--- src/rtl/if_fetch_stage_if.sv ---
// if_fetch_stage_if
//   Instruction-memory request/acknowledge bus between the fetch stage and
//   instruction memory.
//   imem_req   : fetch request, held high until imem_ack
//   imem_addr  : word fetch address, stable while imem_req is high
//   imem_ack   : one-cycle acknowledge; imem_rdata is valid in that cycle
//   imem_rdata : fetched instruction word
//   Modports: master = fetch stage, slave = instruction memory.
interface if_fetch_stage_if;
  logic        imem_req;
  logic [31:0] imem_addr;
  logic        imem_ack;
  logic [31:0] imem_rdata;

  modport master (output imem_req, output imem_addr,
                  input  imem_ack, input  imem_rdata);
  modport slave  (input  imem_req, input  imem_addr,
                  output imem_ack, output imem_rdata);
endinterface

--- src/rtl/if_fetch_stage.sv ---
// if_fetch_stage
//   Instruction-fetch stage of the 5-stage MIPS pipeline. Owns the program
//   counter, fetches words over a req/ack bus and loads the IF/ID register.
//   Ports:
//     clk, rst     : clock, synchronous active-high reset
//     stall        : hold PC and IF/ID
//     redirect     : taken branch/jump from EX, target in redirect_pc
//     imem         : instruction-memory bus (master side)
//     pc           : current fetch PC
//     ifid_valid   : IF/ID holds a real instruction (0 = bubble)
//     ifid_instr   : IF/ID instruction word
//     ifid_pc4     : IF/ID PC+4
//     fetch_exc    : sticky misaligned-target exception
//   Parameter RESET_PC : word-aligned PC after reset.
//   Macro IF_ALIGN_CHECK_EN : when defined, a misaligned redirect target
//   raises fetch_exc and parks the stage in EXC until reset; otherwise the
//   low two target bits are forced to zero and fetch_exc is tied low.
module if_fetch_stage #(
  parameter logic [31:0] RESET_PC = 32'h0000_0000
) (
  input  logic             clk,
  input  logic             rst,
  input  logic             stall,
  input  logic             redirect,
  input  logic [31:0]      redirect_pc,
  if_fetch_stage_if.master imem,
  output logic [31:0]      pc,
  output logic             ifid_valid,
  output logic [31:0]      ifid_instr,
  output logic [31:0]      ifid_pc4,
  output logic             fetch_exc
);

`ifdef IF_ALIGN_CHECK_EN
  typedef enum logic [2:0] {IDLE, FETCH, HOLD, DROP, EXC} state_t;
`else
  typedef enum logic [1:0] {IDLE, FETCH, HOLD, DROP} state_t;
`endif

  state_t      state, state_nxt;
  logic [31:0] pc_nxt, instr_nxt, pc4_nxt;
  logic        valid_nxt;
  logic [31:0] hold_buf, buf_nxt;
  logic [31:0] drop_addr, drop_nxt;
  logic [31:0] target, pc_plus4;

`ifdef IF_ALIGN_CHECK_EN
  logic target_bad;
  logic exc_pending, pend_nxt;
  assign target     = redirect_pc;
  assign target_bad = (redirect_pc[1:0] != 2'b00);
`else
  assign target = redirect_pc & 32'hFFFF_FFFC;
`endif

  // Wraps modulo 2^32 by width.
  assign pc_plus4 = pc + 32'd4;

  // DROP keeps presenting the abandoned address until its ack arrives, while
  // pc already holds the redirect target.
  assign imem.imem_req  = (state == FETCH) || (state == DROP);
  assign imem.imem_addr = (state == DROP) ? drop_addr : pc;

`ifdef IF_ALIGN_CHECK_EN
  assign fetch_exc = (state == EXC);
`else
  assign fetch_exc = 1'b0;
`endif

  always_ff @(posedge clk) begin
    if (rst) begin
      state      <= IDLE;
      pc         <= RESET_PC;
      ifid_valid <= 1'b0;
      ifid_instr <= 32'h0;
      ifid_pc4   <= 32'h0;
      hold_buf   <= 32'h0;
      drop_addr  <= RESET_PC;
`ifdef IF_ALIGN_CHECK_EN
      exc_pending <= 1'b0;
`endif
    end else begin
      state      <= state_nxt;
      pc         <= pc_nxt;
      ifid_valid <= valid_nxt;
      ifid_instr <= instr_nxt;
      ifid_pc4   <= pc4_nxt;
      hold_buf   <= buf_nxt;
      drop_addr  <= drop_nxt;
`ifdef IF_ALIGN_CHECK_EN
      exc_pending <= pend_nxt;
`endif
    end
  end

  // Next state and next register values; redirect beats ack beats stall.
  always_comb begin
    state_nxt = state;
    pc_nxt    = pc;
    valid_nxt = ifid_valid;
    instr_nxt = ifid_instr;
    pc4_nxt   = ifid_pc4;
    buf_nxt   = hold_buf;
    drop_nxt  = drop_addr;
`ifdef IF_ALIGN_CHECK_EN
    pend_nxt  = exc_pending;
`endif
    case (state)
      IDLE: state_nxt = FETCH;
      FETCH: begin
        if (redirect) begin
          pc_nxt    = target;
          valid_nxt = 1'b0;
          if (imem.imem_ack) begin
            // Coinciding ack: the word is simply dropped.
            state_nxt = FETCH;
`ifdef IF_ALIGN_CHECK_EN
            if (target_bad) state_nxt = EXC;
`endif
          end else begin
            drop_nxt  = pc;
            state_nxt = DROP;
`ifdef IF_ALIGN_CHECK_EN
            pend_nxt  = target_bad;
`endif
          end
        end else if (imem.imem_ack) begin
          if (stall) begin
            buf_nxt   = imem.imem_rdata;
            state_nxt = HOLD;
          end else begin
            valid_nxt = 1'b1;
            instr_nxt = imem.imem_rdata;
            pc4_nxt   = pc_plus4;
            pc_nxt    = pc_plus4;
          end
        end else if (!stall) begin
          valid_nxt = 1'b0;
        end
      end
      HOLD: begin
        if (redirect) begin
          pc_nxt    = target;
          valid_nxt = 1'b0;
          state_nxt = FETCH;
`ifdef IF_ALIGN_CHECK_EN
          if (target_bad) state_nxt = EXC;
`endif
        end else if (!stall) begin
          valid_nxt = 1'b1;
          instr_nxt = hold_buf;
          pc4_nxt   = pc_plus4;
          pc_nxt    = pc_plus4;
          state_nxt = FETCH;
        end
      end
      DROP: begin
        // Latest redirect wins; the stale ack only releases the bus.
        if (redirect) begin
          pc_nxt   = target;
`ifdef IF_ALIGN_CHECK_EN
          pend_nxt = target_bad;
`endif
        end
        if (imem.imem_ack) begin
          state_nxt = FETCH;
`ifdef IF_ALIGN_CHECK_EN
          if (pend_nxt) state_nxt = EXC;
`endif
        end
      end
      default: begin
      end
    endcase
  end

endmodule
--- src/flat_wrapper.sv ---
// flat-port wrapper written by rule: the top's interface ports become plain ports
module if_fetch_stage_flat 
#(
  parameter logic [31:0] RESET_PC = 32'h0000_0000
)
  (clk, rst, stall, redirect, redirect_pc, pc, ifid_valid, ifid_instr, ifid_pc4, fetch_exc, imem_imem_req, imem_imem_addr, imem_imem_ack, imem_imem_rdata);
  if_fetch_stage_if imem_i ();
  input  logic clk;
  input  logic rst;
  input  logic stall;
  input  logic redirect;
  input  logic [31:0] redirect_pc;
  output logic [31:0] pc;
  output logic ifid_valid;
  output logic [31:0] ifid_instr;
  output logic [31:0] ifid_pc4;
  output logic fetch_exc;
  output wire logic [$bits(imem_i.imem_req)-1:0] imem_imem_req;
  output wire logic [$bits(imem_i.imem_addr)-1:0] imem_imem_addr;
  input wire logic [$bits(imem_i.imem_ack)-1:0] imem_imem_ack;
  input wire logic [$bits(imem_i.imem_rdata)-1:0] imem_imem_rdata;
  assign imem_imem_req = imem_i.imem_req;
  assign imem_imem_addr = imem_i.imem_addr;
  assign imem_i.imem_ack = imem_imem_ack;
  assign imem_i.imem_rdata = imem_imem_rdata;
  if_fetch_stage #(.RESET_PC(RESET_PC)) u_core (.clk(clk), .rst(rst), .stall(stall), .redirect(redirect), .redirect_pc(redirect_pc), .imem(imem_i), .pc(pc), .ifid_valid(ifid_valid), .ifid_instr(ifid_instr), .ifid_pc4(ifid_pc4), .fetch_exc(fetch_exc));
endmodule
--- config.mk ---
export PLATFORM = sky130hd
export DESIGN_NAME = if_fetch_stage_flat
export DESIGN_NICKNAME = d
export VERILOG_FILES = /design/src/rtl/if_fetch_stage_if.sv /design/src/rtl/if_fetch_stage.sv /design/src/flat_wrapper.sv
export SDC_FILE = /design/constraint.sdc
export NUM_CORES = 1
export LEC_CHECK = 0
export CORE_UTILIZATION = 44
export CTS_CLUSTER_DIAMETER = 60
export CTS_CLUSTER_SIZE = 28
export DETAILED_ROUTE_END_ITERATION = 8
export PLACE_DENSITY = 0.88
export SYNTH_ARGS = -nofsm -noshare
export SYNTH_HDL_FRONTEND = slang
export SYNTH_SLANG_ARGS = --single-unit
export TNS_END_PERCENT = 1
--- constraint.sdc ---
create_clock -name clk -period 2.3 [get_ports clk]
set_input_delay 0.575 -clock clk [delete_from_list [all_inputs] [get_ports clk]]
set_output_delay 0.575 -clock clk [all_outputs]
set_load 0.005 [all_outputs]
# Yosys cells after proc, flatten, opt, wreduce, memory -nomap -nowiden
# Cells that the tools add are included.
dict set report classes {
  bitwise_logic 2
  reduce_logical 11
  n_mux 32
  add_sub_neg 1
  eq_ne 14
}
# op count
set op_table {}
lappend op_table {{$mux W32} 15}
lappend op_table {{$pmux W32 S2} 2}
lappend op_table {{$pmux W32 S3} 1}
lappend op_table {{$add A32 B3 Y32 const B} 1}
lappend op_table {{$mux W2} 7}
lappend op_table {{$ne A2 B2 Y1 const B} 7}
lappend op_table {{$reduce_and A4 Y1} 3}
lappend op_table {{$ne A3 B3 Y1 const B} 3}
lappend op_table {{$pmux W2 S4} 1}
lappend op_table {{$reduce_and A3 Y1} 2}
lappend op_table {{$reduce_and A6 Y1} 1}
lappend op_table {{$mux W1} 5}
lappend op_table {{$eq A2 B2 Y1 const B} 2}
lappend op_table {{$ne A4 B4 Y1 const B} 1}
lappend op_table {{$reduce_bool A3 Y1} 1}
lappend op_table {{$eq A2 B1 Y1 const B} 1}
lappend op_table {{$logic_not A2 Y1} 1}
lappend op_table {{$not A1 Y1} 2}
lappend op_table {{$pmux W1 S2} 1}
lappend op_table {{$reduce_and A2 Y1} 1}
lappend op_table {{$reduce_bool A2 Y1} 1}
lappend op_table {{$logic_or A1 B1 Y1} 1}
dict set report totals {
  wordCells 67
  reg_bits 163
  out_inout_bits 131
}

# Logic depth before layout (Yosys ltp)
# Gate-level depths: netlist (run 1).
dict set report logic_depth {
  depth_word 5
  mapped_depth 10
  mapped_depth_nobuf 7
}

# Worst setup path after synthesis (run 1)
# OpenSTA, ideal clock, no wires.
dict set report synth_timing {
  kind {register -> register}
  from {reg u_core.pc[2]}
  to {reg u_core.ifid_pc4[24]}
  setup_slack_ns 0.100
  required_time_ns 2.214
  path_stages_with_launch 7
  arrival_ns 2.115
  path_cell_list {dfxtp_1 > ha_1 > nand3_1 > nor4_1 > nand3_1 > xor2_1 > a211oi_1}
}
dict set report synth_via {
  elab_chain_cells 5
  elab_cells_between_ends 6
  cone_classes {add/sub: 1; mux: 5}
}
# element line_no
set synth_lines {}
lappend synth_lines {{start: declaration} if_fetch_stage.sv:27} ;# output logic [31:0] pc,
lappend synth_lines {{start signal: assignment} if_fetch_stage.sv:84} ;# pc <= pc_nxt;
lappend synth_lines {{$add A32 B3 Y32 (*)} if_fetch_stage.sv:57} ;# assign pc_plus4 = pc + 32'd4;
lappend synth_lines {{$mux W32 (*)} {if_fetch_stage.sv:128, if_fetch_stage.sv:149}}
lappend synth_lines {{$mux W32} if_fetch_stage.sv:127} ;# end else if (imem.imem_ack) begin
lappend synth_lines {{$mux W32} if_fetch_stage.sv:111} ;# if (redirect) begin
lappend synth_lines {{$pmux W32 S2 (*)} if_fetch_stage.sv:108} ;# case (state)
lappend synth_lines {{end signal: assignment} if_fetch_stage.sv:87} ;# ifid_pc4 <= pc4_nxt;
lappend synth_lines {{end: declaration} if_fetch_stage.sv:30} ;# output logic [31:0] ifid_pc4,
# Every way passes the cells marked *; elsewhere a longest branch is shown, timed or not. The select of a mux whose other input is x is not followed.
# A chain may end at the register's enable or synchronous reset.

# Worst setup path in the final report (run 1)
dict set report layout_timing {
  from {reg u_core.state[1]}
  to {out imem_imem_addr[2]}
}
dict set report layout_via {
  elab_chain_cells 2
}
# element line_no
set layout_lines {}
lappend layout_lines {{start: declaration} if_fetch_stage.sv:40} ;# state_t state, state_nxt;
lappend layout_lines {{start signal: assignment} if_fetch_stage.sv:83} ;# state <= state_nxt;
lappend layout_lines {{$eq A2 B2 Y1} if_fetch_stage.sv:62} ;# assign imem.imem_addr = (state == DROP) ? drop_addr : pc;
lappend layout_lines {{$mux W32} if_fetch_stage.sv:62}
lappend layout_lines {{end: declaration} flat_wrapper.sv:19} ;# output wire logic [$bits(imem_i.imem_addr)-1:0] imem_imem_addr;
# Every way passes these cells.

==> impl_metrics.env, run 1 <==
export IMPL_clock_fmax_mhz=423
export IMPL_htreeDepth=4
export IMPL_dpl_hpwl_um=16000
export IMPL_hold_path_class="reg -> reg"
export IMPL_p_switching_w=0.00199
export IMPL_syn2layout_area_growth_pct=46.9
export IMPL_syn_inst=911
export IMPL_clk_latency_ps=430
export IMPL_final_common_cell="nand2_1"
export IMPL_synth_compound_area_share_pct=19.7
export IMPL_vias_per_cell=5.82
export IMPL_seqPwrFrac_pct=40.0
export IMPL_worstSetupStartpointType="register"
export IMPL_p_clk_share_pct=39.7
export IMPL_overflow=0
export IMPL_port_buffers=190
export IMPL_finalCriticalPeriod_ps=2370
export IMPL_worstPathRequired_ps=1730
export IMPL_power_leakage_nw=3.92
export IMPL_rows=47
export IMPL_wl_um=26000
export IMPL_core_um2=16500
export IMPL_design_area_um2=10900
export IMPL_maxCapViolations=0
export IMPL_first_pass_iters=5
export IMPL_track_usage_pct=29.6
export IMPL_synthMuxAreaShare_pct=8.65
export IMPL_setup_ws_ps=-66.1
export IMPL_period_share_pct=103
export IMPL_synthXorXnorAreaFrac_pct=3.08
export IMPL_yosys_warnings=0
export IMPL_intPower_w=0.00548
export IMPL_ir_worst_vdd_mv=0.565
export IMPL_clkTransAtPathRegs_ps=60
export IMPL_drt_initial_drc_count=865
export IMPL_syn_area_um2=7390
export IMPL_grt_pass1_vias=7481
export IMPL_final_cell_mix="171 x nand2_1, 158 x clkdlybuf4s50_1, 155 x dfxtp_1, 97 x a21oi_1, 84 x nor2_1"
export IMPL_cts_buffer_depth=2
export IMPL_power_w=0.00747
export IMPL_start_util_pct=44.9
export IMPL_die_h_um=132
export IMPL_skew_ps=9.64
export IMPL_post_drt_wl_per_cell_um=19.2
export IMPL_synth_seq_cells=157
export IMPL_place_congestion=0.932
export IMPL_finalSetupViolations=25
export IMPL_die_x_um=132
export IMPL_async_reset_ff_share_pct=0
export IMPL_status="finished with violations"
export IMPL_cp_max_fo=7
export IMPL_numCtsBuffers=17
export IMPL_ios=200
export IMPL_switching_share_pct=26.6
export IMPL_drv_slew=0
export IMPL_drive_above_1_share_pct=17.8
export IMPL_cts_sinks=157
export IMPL_hold_buffers=0
export IMPL_cp_end_kind="output pin"
export IMPL_synth_edf_count=0
export IMPL_powerDensity_nw_per_um2=688
export IMPL_synth_distinct_cells=57
export IMPL_max_slew_margin_rel_pct=63.0
export IMPL_rsz0062_at_grt="true"
export IMPL_worstPathArrival_ps=1790
export IMPL_grt_max_degree=114
export IMPL_grt_pass1_wl_um=40000
export IMPL_synth_simple_gate_area_share_pct=19.4
export IMPL_violations="negative setup slack"
export IMPL_antenna_left=0
export IMPL_worst_pin_slew_ps=555
export IMPL_route_vias_total=7864
export IMPL_postLayoutCoreUtil_pct=65.9
export IMPL_cts_tree="yes"
export IMPL_synth_ff_type="dfxtp_1"
export IMPL_dieArea_um2=17300
export IMPL_synthAdderAreaFrac_pct=0.846
export IMPL_dp_slack_ps=0.917
export IMPL_antenna_cells=0
export IMPL_cts_root_buf="clkbuf_16"
export IMPL_fin_nets=1193
export IMPL_hold_viol_final=0
export IMPL_placed_area_um2=9850
export IMPL_seq_area_frac_synth_pct=42.5
export IMPL_antenna_found_initial=0
export IMPL_critPathKind="reg -> out"
export IMPL_synth_top_family_by_area="compound AO/OA/AOI/OAI gates"
export IMPL_drc_errors=0
export IMPL_postSynthAreaPerCell_um2=8.11
export IMPL_power_frac_comb_pct=20.3
-- flip-flops by register name, indices dropped and copies added (netlist names) --
register / cells
u_core.state: 2
u_core.hold_buf: 32
u_core.ifid_valid: 1
u_core.ifid_pc4: 30
u_core.ifid_instr: 32
u_core.pc: 30
u_core.drop_addr: 30
-- kinds of logic after synthesis --
kind of cell             count (synthesis)
AND/OR/NAND/NOR                        326
adder cells (fa/ha/maj)                  5
flip-flops                             157
XOR/XNOR                                26
other                                    1
AO/OA/AOI/OAI                          233
buffers and inverters                  102
multiplexers                            61
-- synth_stat cells, types with 3 or more instances --
library cell | n | share of area [%]
mux2_2 | 23 | 3.5
o21ai_0 | 35 | 2.4
a311oi_1 | 3 | 0.36
clkbuf_1 | 73 | 3.7
inv_1 | 13 | 0.66
nand4_1 | 7 | 0.59
nor2b_1 | 3 | 0.25
ha_1 | 5 | 0.85
a22o_1 | 3 | 0.36
a32oi_1 | 9 | 1.1
nand2_1 | 173 | 8.8
nor2_1 | 85 | 4.3
buf_2 | 4 | 0.27
xor2_1 | 11 | 1.3
buf_4 | 7 | 0.71
or2_2 | 4 | 0.34
xnor2_1 | 15 | 1.8
nand3_1 | 16 | 1.1
nor3_1 | 7 | 0.47
dfxtp_1 | 157 | 43
a211oi_1 | 46 | 4.7
nand2b_1 | 5 | 0.42
and4_1 | 3 | 0.36
and2_1 | 3 | 0.25
o32ai_1 | 6 | 0.71
o22ai_1 | 7 | 0.59
a31oi_1 | 4 | 0.34
buf_1 | 4 | 0.20
a22oi_1 | 3 | 0.30
nor4_1 | 4 | 0.34
a21oi_1 | 97 | 6.6
o31ai_1 | 5 | 0.51
mux2i_1 | 38 | 5.1
and3_1 | 4 | 0.34
-- final cells by class --
type | count | area (µm²)
inverter | 13 | 48.8
fill | 1208 | 5610
tap | 220 | 275
sequential | 157 | 3150
clock buffer | 23 | 488
timing repair buffer | 272 | 2750
multi-input combinational | 658 | 4020
clock inverter | 9 | 133
-- final timing paths --
check,startpoint,end,slack [ps],cells past startpoint
max,u_core.state[1],imem_imem_addr[2],-70,6
min reg2reg,u_core.hold_buf[6],u_core.hold_buf[6],450,2
max reg2reg,u_core.state[1],u_core.pc[28],-40,10
min,u_core.hold_buf[6],u_core.hold_buf[6],450,2
-- what timing repair did --
item / in CTS / in global routing
endpoints found under the setup margin: 31 / 36
pin swaps: 1 / 1
gates resized for setup: 160 / 38
cloned: 5 / 0
buffers inserted: 12 / 2
-- metrics by stage --
stage,cells,setup TNS [ps],hold WS [ps]
6_report,1352,-885,455
5_1_grt,1352,-1680,475
4_1_cts,1351,-1140,455
3_5_place_dp,1302,0,446
3_3_place_gp,1302,0,438
2_1_floorplan,917,0,433
-- layer usage --
layer	global-route usage (%)	share of wire [%]	up-vias
met3	5.98	7.6	138
met2	46.9	46	492
met5	0	0	-
met1	36.9	40	3654
li1	-	-	3580
met4	18.0	6.3	0
-- worst max-delay path: stages (launching register included) --
cell and delay (ps):
dfxtp_4 360, ha_4 200, buf_6 130, buf_12 120
buf_16 140, mux2_4 300, buf_6 110
-- power by group through the flow --
stage                     registers [W]  clock network [W]  logic [W]
after floorplan                 0.00303                  0   0.000615
after detailed placement        0.00304                  0    0.00136
after CTS                       0.00298            0.00298    0.00144
after global placement          0.00303                  0    0.00134
final                           0.00299            0.00297    0.00151
after global routing            0.00300            0.00310    0.00160
Power figures use the tool's default switching activity.
==> run 2: changes to the inputs <==
--- a/config.mk
+++ b/config.mk
@@ -6,10 +6,9 @@
 export NUM_CORES = 1
 export LEC_CHECK = 0
 export CORE_UTILIZATION = 44
-export CTS_CLUSTER_DIAMETER = 60
 export CTS_CLUSTER_SIZE = 28
 export DETAILED_ROUTE_END_ITERATION = 8
-export PLACE_DENSITY = 0.88
+export PLACE_DENSITY = 0.84
 export SYNTH_ARGS = -nofsm -noshare
 export SYNTH_HDL_FRONTEND = slang
 export SYNTH_SLANG_ARGS = --single-unit
==> impl_metrics.env, run 2 (synthesis results as in run 1) <==
export IMPL_status="finished with violations"
export IMPL_violations="negative setup slack"
export IMPL_antenna_left=0
export IMPL_p_switching_w=0.00191
export IMPL_rsz0062_at_grt="true"
export IMPL_route_vias_total=7493
export IMPL_worst_pin_slew_ps=643
export IMPL_rows=47
export IMPL_grt_pass1_vias=6799
export IMPL_drv_slew=0
export IMPL_cp_max_fo=6
export IMPL_intPower_w=0.00531
export IMPL_reg_top3="u_core.hold_buf x32, u_core.ifid_instr x32"
export IMPL_track_usage_pct=26.4
export IMPL_power_frac_comb_pct=19.4
export IMPL_finalCriticalPeriod_ps=2310
export IMPL_p_clk_share_pct=39.3
export IMPL_drc_errors=0
export IMPL_numCtsBuffers=17
export IMPL_startpoint="u_core.state[1]"
export IMPL_die_x_um=132
export IMPL_design_area_um2=10600
export IMPL_antenna_found_initial=0
export IMPL_final_common_cell="nand2_1"
export IMPL_first_pass_iters=5
export IMPL_cts_root_buf="clkbuf_16"
export IMPL_htreeDepth=4
export IMPL_r2r_end="u_core.pc[20]"
export IMPL_skew_ps=6.83
export IMPL_crit_end="imem_imem_addr[30]"
export IMPL_start_util_pct=44.9
export IMPL_port_buffers=190
export IMPL_worstPathRequired_ps=1730
export IMPL_setup_ws_ps=-11.7
export IMPL_worstSetupStartpointType="register"
export IMPL_die_h_um=132
export IMPL_hold_path_class="reg -> reg"
export IMPL_ir_worst_vdd_mv=0.616
export IMPL_cp_end_kind="output pin"
export IMPL_dp_cells=1303
export IMPL_hold_buffers=0
export IMPL_period_share_pct=101
export IMPL_r2r_cells=8
export IMPL_cts_buffer_depth=2
export IMPL_seqPwrFrac_pct=41.3
export IMPL_maxCapViolations=0
export IMPL_grt_pass1_wl_um=36100
export IMPL_syn2layout_area_growth_pct=42.8
export IMPL_post_drt_wl_per_cell_um=17.6
export IMPL_ios=200
export IMPL_hold_viol_final=0
export IMPL_dpl_hpwl_um=15600
export IMPL_overflow=0
export IMPL_drive_above_1_share_pct=16.1
export IMPL_dp_slack_ps=-61.3
export IMPL_max_slew_margin_rel_pct=57.1
export IMPL_finalSetupViolations=3
export IMPL_rrSetupSlack_ps=100
export IMPL_powerDensity_nw_per_um2=684
export IMPL_fin_nets=1184
export IMPL_final_cell_mix="173 x nand2_1, 158 x clkdlybuf4s50_1, 155 x dfxtp_1, 97 x a21oi_1, 83 x nor2_1"
export IMPL_drt_initial_drc_count=664
export IMPL_cts_tree="yes"
export IMPL_clkTransAtPathRegs_ps=60
export IMPL_worstPathArrival_ps=1740
export IMPL_placed_area_um2=9800
export IMPL_vias_per_cell=5.58
export IMPL_clk_latency_ps=430
export IMPL_core_um2=16500
export IMPL_dieArea_um2=17300
export IMPL_fin_tns_setup_ps=-18.8
export IMPL_power_leakage_nw=3.78
export IMPL_critPathKind="reg -> out"
export IMPL_stdcell_count=1343
export IMPL_grt_max_degree=65
export IMPL_cts_sinks=157
export IMPL_place_congestion=0.928
export IMPL_clock_fmax_mhz=433
export IMPL_antenna_cells=0
export IMPL_switching_share_pct=26.5
export IMPL_rr_startpoint="u_core.state[1]"
export IMPL_wl_um=23700
==> run 2: cell count changes in the layout (fill, tap and decap cells not counted), sizes merged <==
cell and delta:
buf -33, clkdlybuf4s15 +1, clkbuf +19, clkinv +3
inv -1, dlygate4sd2 +3, bufinv -1
==> run 2: worst min path at each step <==
stage,start,slack (ps),endpoint,cells after the start
floorplan,u_core.drop_addr[10],430,u_core.drop_addr[10],2
global placement,u_core.drop_addr[21],440,u_core.drop_addr[21],2
detailed placement,u_core.hold_buf[3],450,u_core.hold_buf[3],2
CTS,u_core.drop_addr[20],460,u_core.drop_addr[20],2
global route,u_core.hold_buf[7],470,u_core.hold_buf[7],2
finish,u_core.drop_addr[9],450,u_core.drop_addr[9],2
==> run 2: area by class of cell <==
class | count | area, µm²
clock buffers | 22 | 484
inverters | 13 | 48.8
fillers | 1362 | 5910
flip-flops and latches | 157 | 3150
well taps | 220 | 275
multi-input cells | 658 | 3950
clock inverters | 10 | 113
repair buffers | 263 | 2550
==> run 2: timing repair <==
| item | CTS | global route |
|---|---|---|
| cloned | 4 | 1 |
| gates resized for setup | 82 | 42 |
| endpoints found under the setup margin | 31 | 37 |
| setup buffers | 3 | 0 |
| endpoints found under the hold margin | 0 | 0 |
| pin swaps | 1 | 1 |
==> run 2: through the flow <==
stage | power (W) | utilization, % | hold slack, ps
6_report | 0.00722 | 64.1 | 455
5_1_grt | 0.00749 | 64.1 | 473
4_1_cts | 0.00722 | 64.4 | 456
3_5_place_dp | 0.00438 | 59.5 | 447
3_3_place_gp | 0.00435 | 59.5 | 438
2_1_floorplan | 0.00364 | - | 433
==> run 2: worst max-delay path, stage by stage, from the launching register on <==
cell       delay (ps)
dfxtp_2           350
ha_4              230
buf_12            160
clkbuf_16         140
mux2_4            300
buf_6             120
==> run 2: layer usage <==
metal  track usage [%]  vias up  wire length, µm
met4              13.8        0             1050
met3              6.02       63             2040
li1                  -     3572                -
met2              39.6      381            10600
met1              35.2     3477             9990
met5                 0        -                0
==> run 2: power by group through the flow <==
stage          Combinational, W  Clock, W  Sequential [W]
3_3_place_gp            0.00133         0         0.00302
6_report                0.00140   0.00283         0.00298
4_1_cts                 0.00139   0.00286         0.00298
3_5_place_dp            0.00135         0         0.00303
2_1_floorplan          0.000615         0         0.00303
5_1_grt                 0.00150   0.00299         0.00300
